`src/rtl/bcd_pkg.sv`:
```
// Shared BCD types, digit limits and validity helper for the multi-decade counter.
package bcd_pkg;

    typedef logic [3:0] bcd_digit_t;

    localparam bcd_digit_t BCD_MAX = 4'd9;
    localparam bcd_digit_t BCD_MIN = 4'd0;

    function automatic logic bcd_valid(input bcd_digit_t digit);
        return (digit <= BCD_MAX);
    endfunction

endpackage

```
`src/rtl/bcd_digit.sv`:
```
// One decade cell: holds a single BCD digit, loads (with sanitising) or steps up/down.
module bcd_digit
    import bcd_pkg::*;
(
    input  logic       clk,
    input  logic       reset,
    input  logic       step_in,
    input  logic       up,
    input  logic       load,
    input  bcd_digit_t load_digit,
    output bcd_digit_t digit,
    output logic       at_max,
    output logic       at_min
);

    bcd_digit_t digit_q;
    bcd_digit_t digit_d;

    always_comb begin
        digit_d = digit_q;
        if (load) begin
            digit_d = bcd_valid(load_digit) ? load_digit : BCD_MIN;
        end else if (step_in) begin
            // Out-of-range values can only appear before the first reset; fold them onto a legal digit.
            if (up) begin
                digit_d = (digit_q >= BCD_MAX) ? BCD_MIN : digit_q + 4'd1;
            end else begin
                digit_d = (digit_q == BCD_MIN || !bcd_valid(digit_q)) ? BCD_MAX : digit_q - 4'd1;
            end
        end
    end

    always_ff @(posedge clk) begin
        if (reset) begin
            digit_q <= BCD_MIN;
        end else begin
            digit_q <= digit_d;
        end
    end

    assign digit  = digit_q;
    assign at_max = (digit_q == BCD_MAX);
    assign at_min = (digit_q == BCD_MIN);

endmodule

```
`src/rtl/bcd_updown_counter.sv`:
```
// Parametrised multi-decade BCD up/down counter with validated parallel load
// and a combinational, cascadable terminal-count output.
module bcd_updown_counter
    import bcd_pkg::*;
#(
    parameter int DIGITS = 4
) (
    input  logic                  clk,
    input  logic                  reset,
    input  logic                  enable,
    input  logic                  up,
    input  logic                  load,
    input  logic [4*DIGITS-1:0]   load_value,
    output logic [4*DIGITS-1:0]   count,
    output logic                  tc,
    output logic                  load_error
);

    // step[i] is the step request into digit i; step[DIGITS] is the carry/borrow out.
    logic [DIGITS:0]   step;
    logic [DIGITS-1:0] at_max;
    logic [DIGITS-1:0] at_min;
    logic [DIGITS-1:0] digit_bad;
    logic              load_error_q;
    logic              load_error_d;

    assign step[0] = enable;

    for (genvar i = 0; i < DIGITS; i++) begin : g_digit
        bcd_digit u_digit (
            .clk        (clk),
            .reset      (reset),
            .step_in    (step[i]),
            .up         (up),
            .load       (load),
            .load_digit (load_value[4*i +: 4]),
            .digit      (count[4*i +: 4]),
            .at_max     (at_max[i]),
            .at_min     (at_min[i])
        );

        assign step[i+1]    = step[i] & (up ? at_max[i] : at_min[i]);
        assign digit_bad[i] = ~bcd_valid(load_value[4*i +: 4]);
    end

    assign tc = step[DIGITS];

    assign load_error_d = load & (|digit_bad);

    always_ff @(posedge clk) begin
        if (reset) begin
            load_error_q <= 1'b0;
        end else begin
            load_error_q <= load_error_d;
        end
    end

    assign load_error = load_error_q;

endmodule

```
`config.mk`:
```
export PLATFORM = sky130hd
export DESIGN_NAME = bcd_updown_counter
export DESIGN_NICKNAME = d
export VERILOG_FILES = /design/src/rtl/bcd_pkg.sv /design/src/rtl/bcd_digit.sv /design/src/rtl/bcd_updown_counter.sv
export SDC_FILE = /design/constraint.sdc
export NUM_CORES = 1
export LEC_CHECK = 0
export ABC_CLOCK_PERIOD_IN_PS = 6250
export BUFFER_PORTS_ARGS = -buffer_cell sky130_fd_sc_hd__buf_2
export CAP_MARGIN = 0
export CORE_MARGIN = 10
export CORE_UTILIZATION = 55
export DETAILED_ROUTE_END_ITERATION = 8
export MAX_ROUTING_LAYER = met4
export PLACE_DENSITY = 0.78
export REMOVE_ABC_BUFFERS = 1
export SLEW_MARGIN = 30
export SYNTH_ARGS = -nofsm -noshare
export SYNTH_HDL_FRONTEND = slang
export SYNTH_SLANG_ARGS = --single-unit
```
`constraint.sdc`:
```
create_clock -name clk -period 6.25 [get_ports clk]
set_input_delay 1.25 -clock clk [delete_from_list [all_inputs] [get_ports clk]]
set_output_delay 1.25 -clock clk [all_outputs]
set_load 0.02 [all_outputs]
```
==> flow_summary_export.csv <==
group,metric,value,unit
place,gp_congestion,0.896,
synth,yosys-top-cells-area,"dfxtp_1, ha_1, a21oi_1, o21ai_0, nor2_1",
sta,finalSetupTns,0,ps
synth,synth_edf_count,0,
drt,vias,1863,
drt,vias_per_cell,6.05,
sta,relSlewSlack,47.5,%
floorplan,dieArea,5820,µm²
sta,clock.fmax,0.247,GHz
clock_tree,cts_buffer_depth,2,
layout,syn2layout_area_growth,12.1,%
clock_tree,postCtsSetupBuffers,0,
sta,rsz0062_at_grt,"no",
synth,synth-seq-area-share,19.5,%
synth,synth_cell_type_count,58,
floorplan,num_rows,20,
sta,final.min_clock_period,4050,ps
place,dpl_cell_area,1930,µm²
synth,ys_seq_elements,17,
global_routing,grt-ovfl-total,0,
worst_setup_path,endpoint_kind,"output port",
layout,final_area,1960,µm²
drt,drc,0,
worst_setup_path,path_cells,"buf_2, nand3_2, a22oi_1, nand3_1, nor3_1, buf_2",
global_routing,grt_pass1_wl,7740,µm
clock_tree,cts_buffers,3,
floorplan,die_w,76.3,µm
worst_setup_path,startpoint_type,"primary input",
sta,skew,15.6,ps
synth,yosysTopAreaCell,"dfxtp_1",
synth,avgSynthCellArea,7.36,µm²
worst_setup_path,path_class,"in -> out",
drt,totalWireLength,4620,µm
hold_path,hp-class,"reg -> reg",
clock_tree,holdBufCountCts,0,
layout,diodes,0,
floorplan,fp.coreArea,3050,µm²
layout,nets,298,
drt,antenna_left,0,
synth,syn_area,1740,µm²
pwr,power.density,154,nW/µm²
floorplan,die_height,76.3,µm
pwr,p_comb_share,35.9,%
global_routing,top_usage_layer,"met2",
sta,period_share,64.8,%
global_routing,grt_usage,15.4,%
place,dp_slack,2210,ps
clock_tree,cts_root_buf,"clkbuf_4",
job,maxCapViolations,0,
floorplan,ioPinCount,39,
worst_setup_path,cp_common_cell,"buf_2",
global_routing,grt_pass1_vias,1663,
layout,drive_gt1_share,20.8,%
global_routing,use_met2,23.7,%
drt,firstDrtPassIters,4,
global_routing,antenna_found_initial,0,
clock_tree,ctsResizeCount,0,
clock_tree,clock_latency,300,ps
clock_tree,cts.sinks,17,
floorplan,initial_utilization,57.1,%
synth,yosys_warnings,0,
clock_tree,cts.clk_slew.worst_paths,100,ps
sta,worst_hold_slack,624,ps
drt,first_iter_violations,159,
clock_tree,cts_tree,"built",
pwr,p_int,0.185,mW
place,io_buffers,38,
pwr,p_seq_share,42.5,%
pwr,ir_drop,0.0000768,V
global_routing,grt_max_degree,50,
pwr,p_switching,0.117,mW
pwr,p_sw_share,38.8,%
worst_setup_path,path_max_fanout,49,
sta,finalHoldViolations,0,
synth,synth.top_cell.area_share,19.5,%
clock_tree,ctsHtreeMaxLevel,1,
place,dp_hpwl,3400,µm
synth,synth_ff_type,"dfxtp_1",
worst_setup_path,slowest_delay,600,ps
global_routing,grtUsageMet1,20.5,%
worst_setup_path,cp_slowest_cell,"buf_2",
synth,postSynthCellCount,237,
pwr,clock_power_share,21.6,%
sta,finalSetupViolCount,0,
worst_setup_path,worstPathArrival,2800,ps
pwr,power.leakage,0.828,nW
sta,slew_viol_final,0,
global_routing,use_met3,2.83,%
sta,fin_ws,2200,ps
worst_setup_path,worstPathRequired,5000,ps
synth,async_reset_ff_share,0,%
drt,avgRoutedWirePerCell,15.0,µm
outcome,status,"finished, final reports clean",
sta,tightest_slew,787,ps
layout make-up:
| cell class | count | area [µm²] |
|---|---|---|
| flip-flops and latches | 17 | 340 |
| multi-input cells | 190 | 1290 |
| well taps | 44 | 55.1 |
| fillers | 318 | 1100 |
| clock buffers | 4 | 26.3 |
| repair buffers | 38 | 190 |
| inverters | 15 | 56.3 |
logic make-up (layout without fill, tap and decap cells):
logic type | after synthesis | count (layout) | synth area share, %
mux | 3 | 3 | 1.72
buf+inv | 30 | 57 | 6.67
flops | 17 | 17 | 19.5
compound gates | 88 | 88 | 34.7
simple gates | 87 | 87 | 28.8
fa+ha+maj | 12 | 12 | 8.61
metal layers:
metal  up-vias  part of all wire [%]
li1        953                     -
met1       858                    47
met2        50                    48
met3         2                   5.3
met4         0                  0.43
met5         -                     0
worst max-delay path: cells and delay by family:
kind	cells	cell delay (ps)
buffers and inverters	2	790
AND/OR/NAND/NOR	3	520
AO/OA/AOI/OAI	1	230
sequential cells by signal (all words and copies together) (netlist names):
signal	flops
g_digit.u_digit.digit	16
load_error	1
per-stage QoR:
stage	util [%]	power, mW	instances
after floorplan	-	0.202	222
after global placement	63.2	0.237	304
after detailed placement	63.2	0.238	304
after CTS	64.1	0.303	308
after global routing	64.1	0.320	308
final	64.1	0.302	308
worst paths after layout:
check,startpoint,slack (ps),cells after the start,endpoint
worst max-delay path,up,2200,6,tc
worst min-delay path,g_digit[2].u_digit.digit[0],620,2,g_digit[2].u_digit.digit[0]
worst max register to register,g_digit[0].u_digit.digit[0],3880,7,g_digit[3].u_digit.digit[3]
worst min register to register,g_digit[2].u_digit.digit[0],620,2,g_digit[2].u_digit.digit[0]
Yosys cell counts, drive strengths merged, types with 3 or more instances:
| master | n |
|---|---|
| clkbuf | 11 |
| a21oi | 20 |
| a21o | 3 |
| mux2i | 3 |
| buf | 4 |
| nand3 | 9 |
| nor4 | 6 |
| o22ai | 3 |
| or3b | 5 |
| nand2b | 5 |
| o31ai | 5 |
| inv | 15 |
| nor3 | 8 |
| a221oi | 3 |
| ha | 12 |
| nor3b | 3 |
| dfxtp | 17 |
| o221ai | 3 |
| nor2b | 4 |
| a32oi | 3 |
| nor2 | 17 |
| nand2 | 16 |
| nand3b | 4 |
| o21ai | 20 |
| a31oi | 7 |
cells in the final DEF (no fill, tap or decap), drive strengths merged, types with 6 or more instances in the layout:
| cell | synthesis | routed |
|---|---|---|
| a21oi | 20 | 20 |
| a31oi | 7 | 7 |
| buf | 4 | 38 |
| dfxtp | 17 | 17 |
| ha | 12 | 12 |
| inv | 15 | 15 |
| nand2 | 16 | 16 |
| nand3 | 9 | 9 |
| nor2 | 17 | 17 |
| nor3 | 8 | 8 |
| nor4 | 6 | 6 |
| o21ai | 20 | 20 |
power by group through the flow:
stage | combinational [mW] | sequential [mW] | clock (mW)
6_report | 0.108 | 0.128 | 0.0653
5_1_grt | 0.121 | 0.130 | 0.0686
4_1_cts | 0.108 | 0.128 | 0.0668
3_5_place_dp | 0.108 | 0.130 | 0
3_3_place_gp | 0.107 | 0.130 | 0
2_1_floorplan | 0.0666 | 0.135 | 0
No activity file was read; power rests on OpenSTA's default activity.
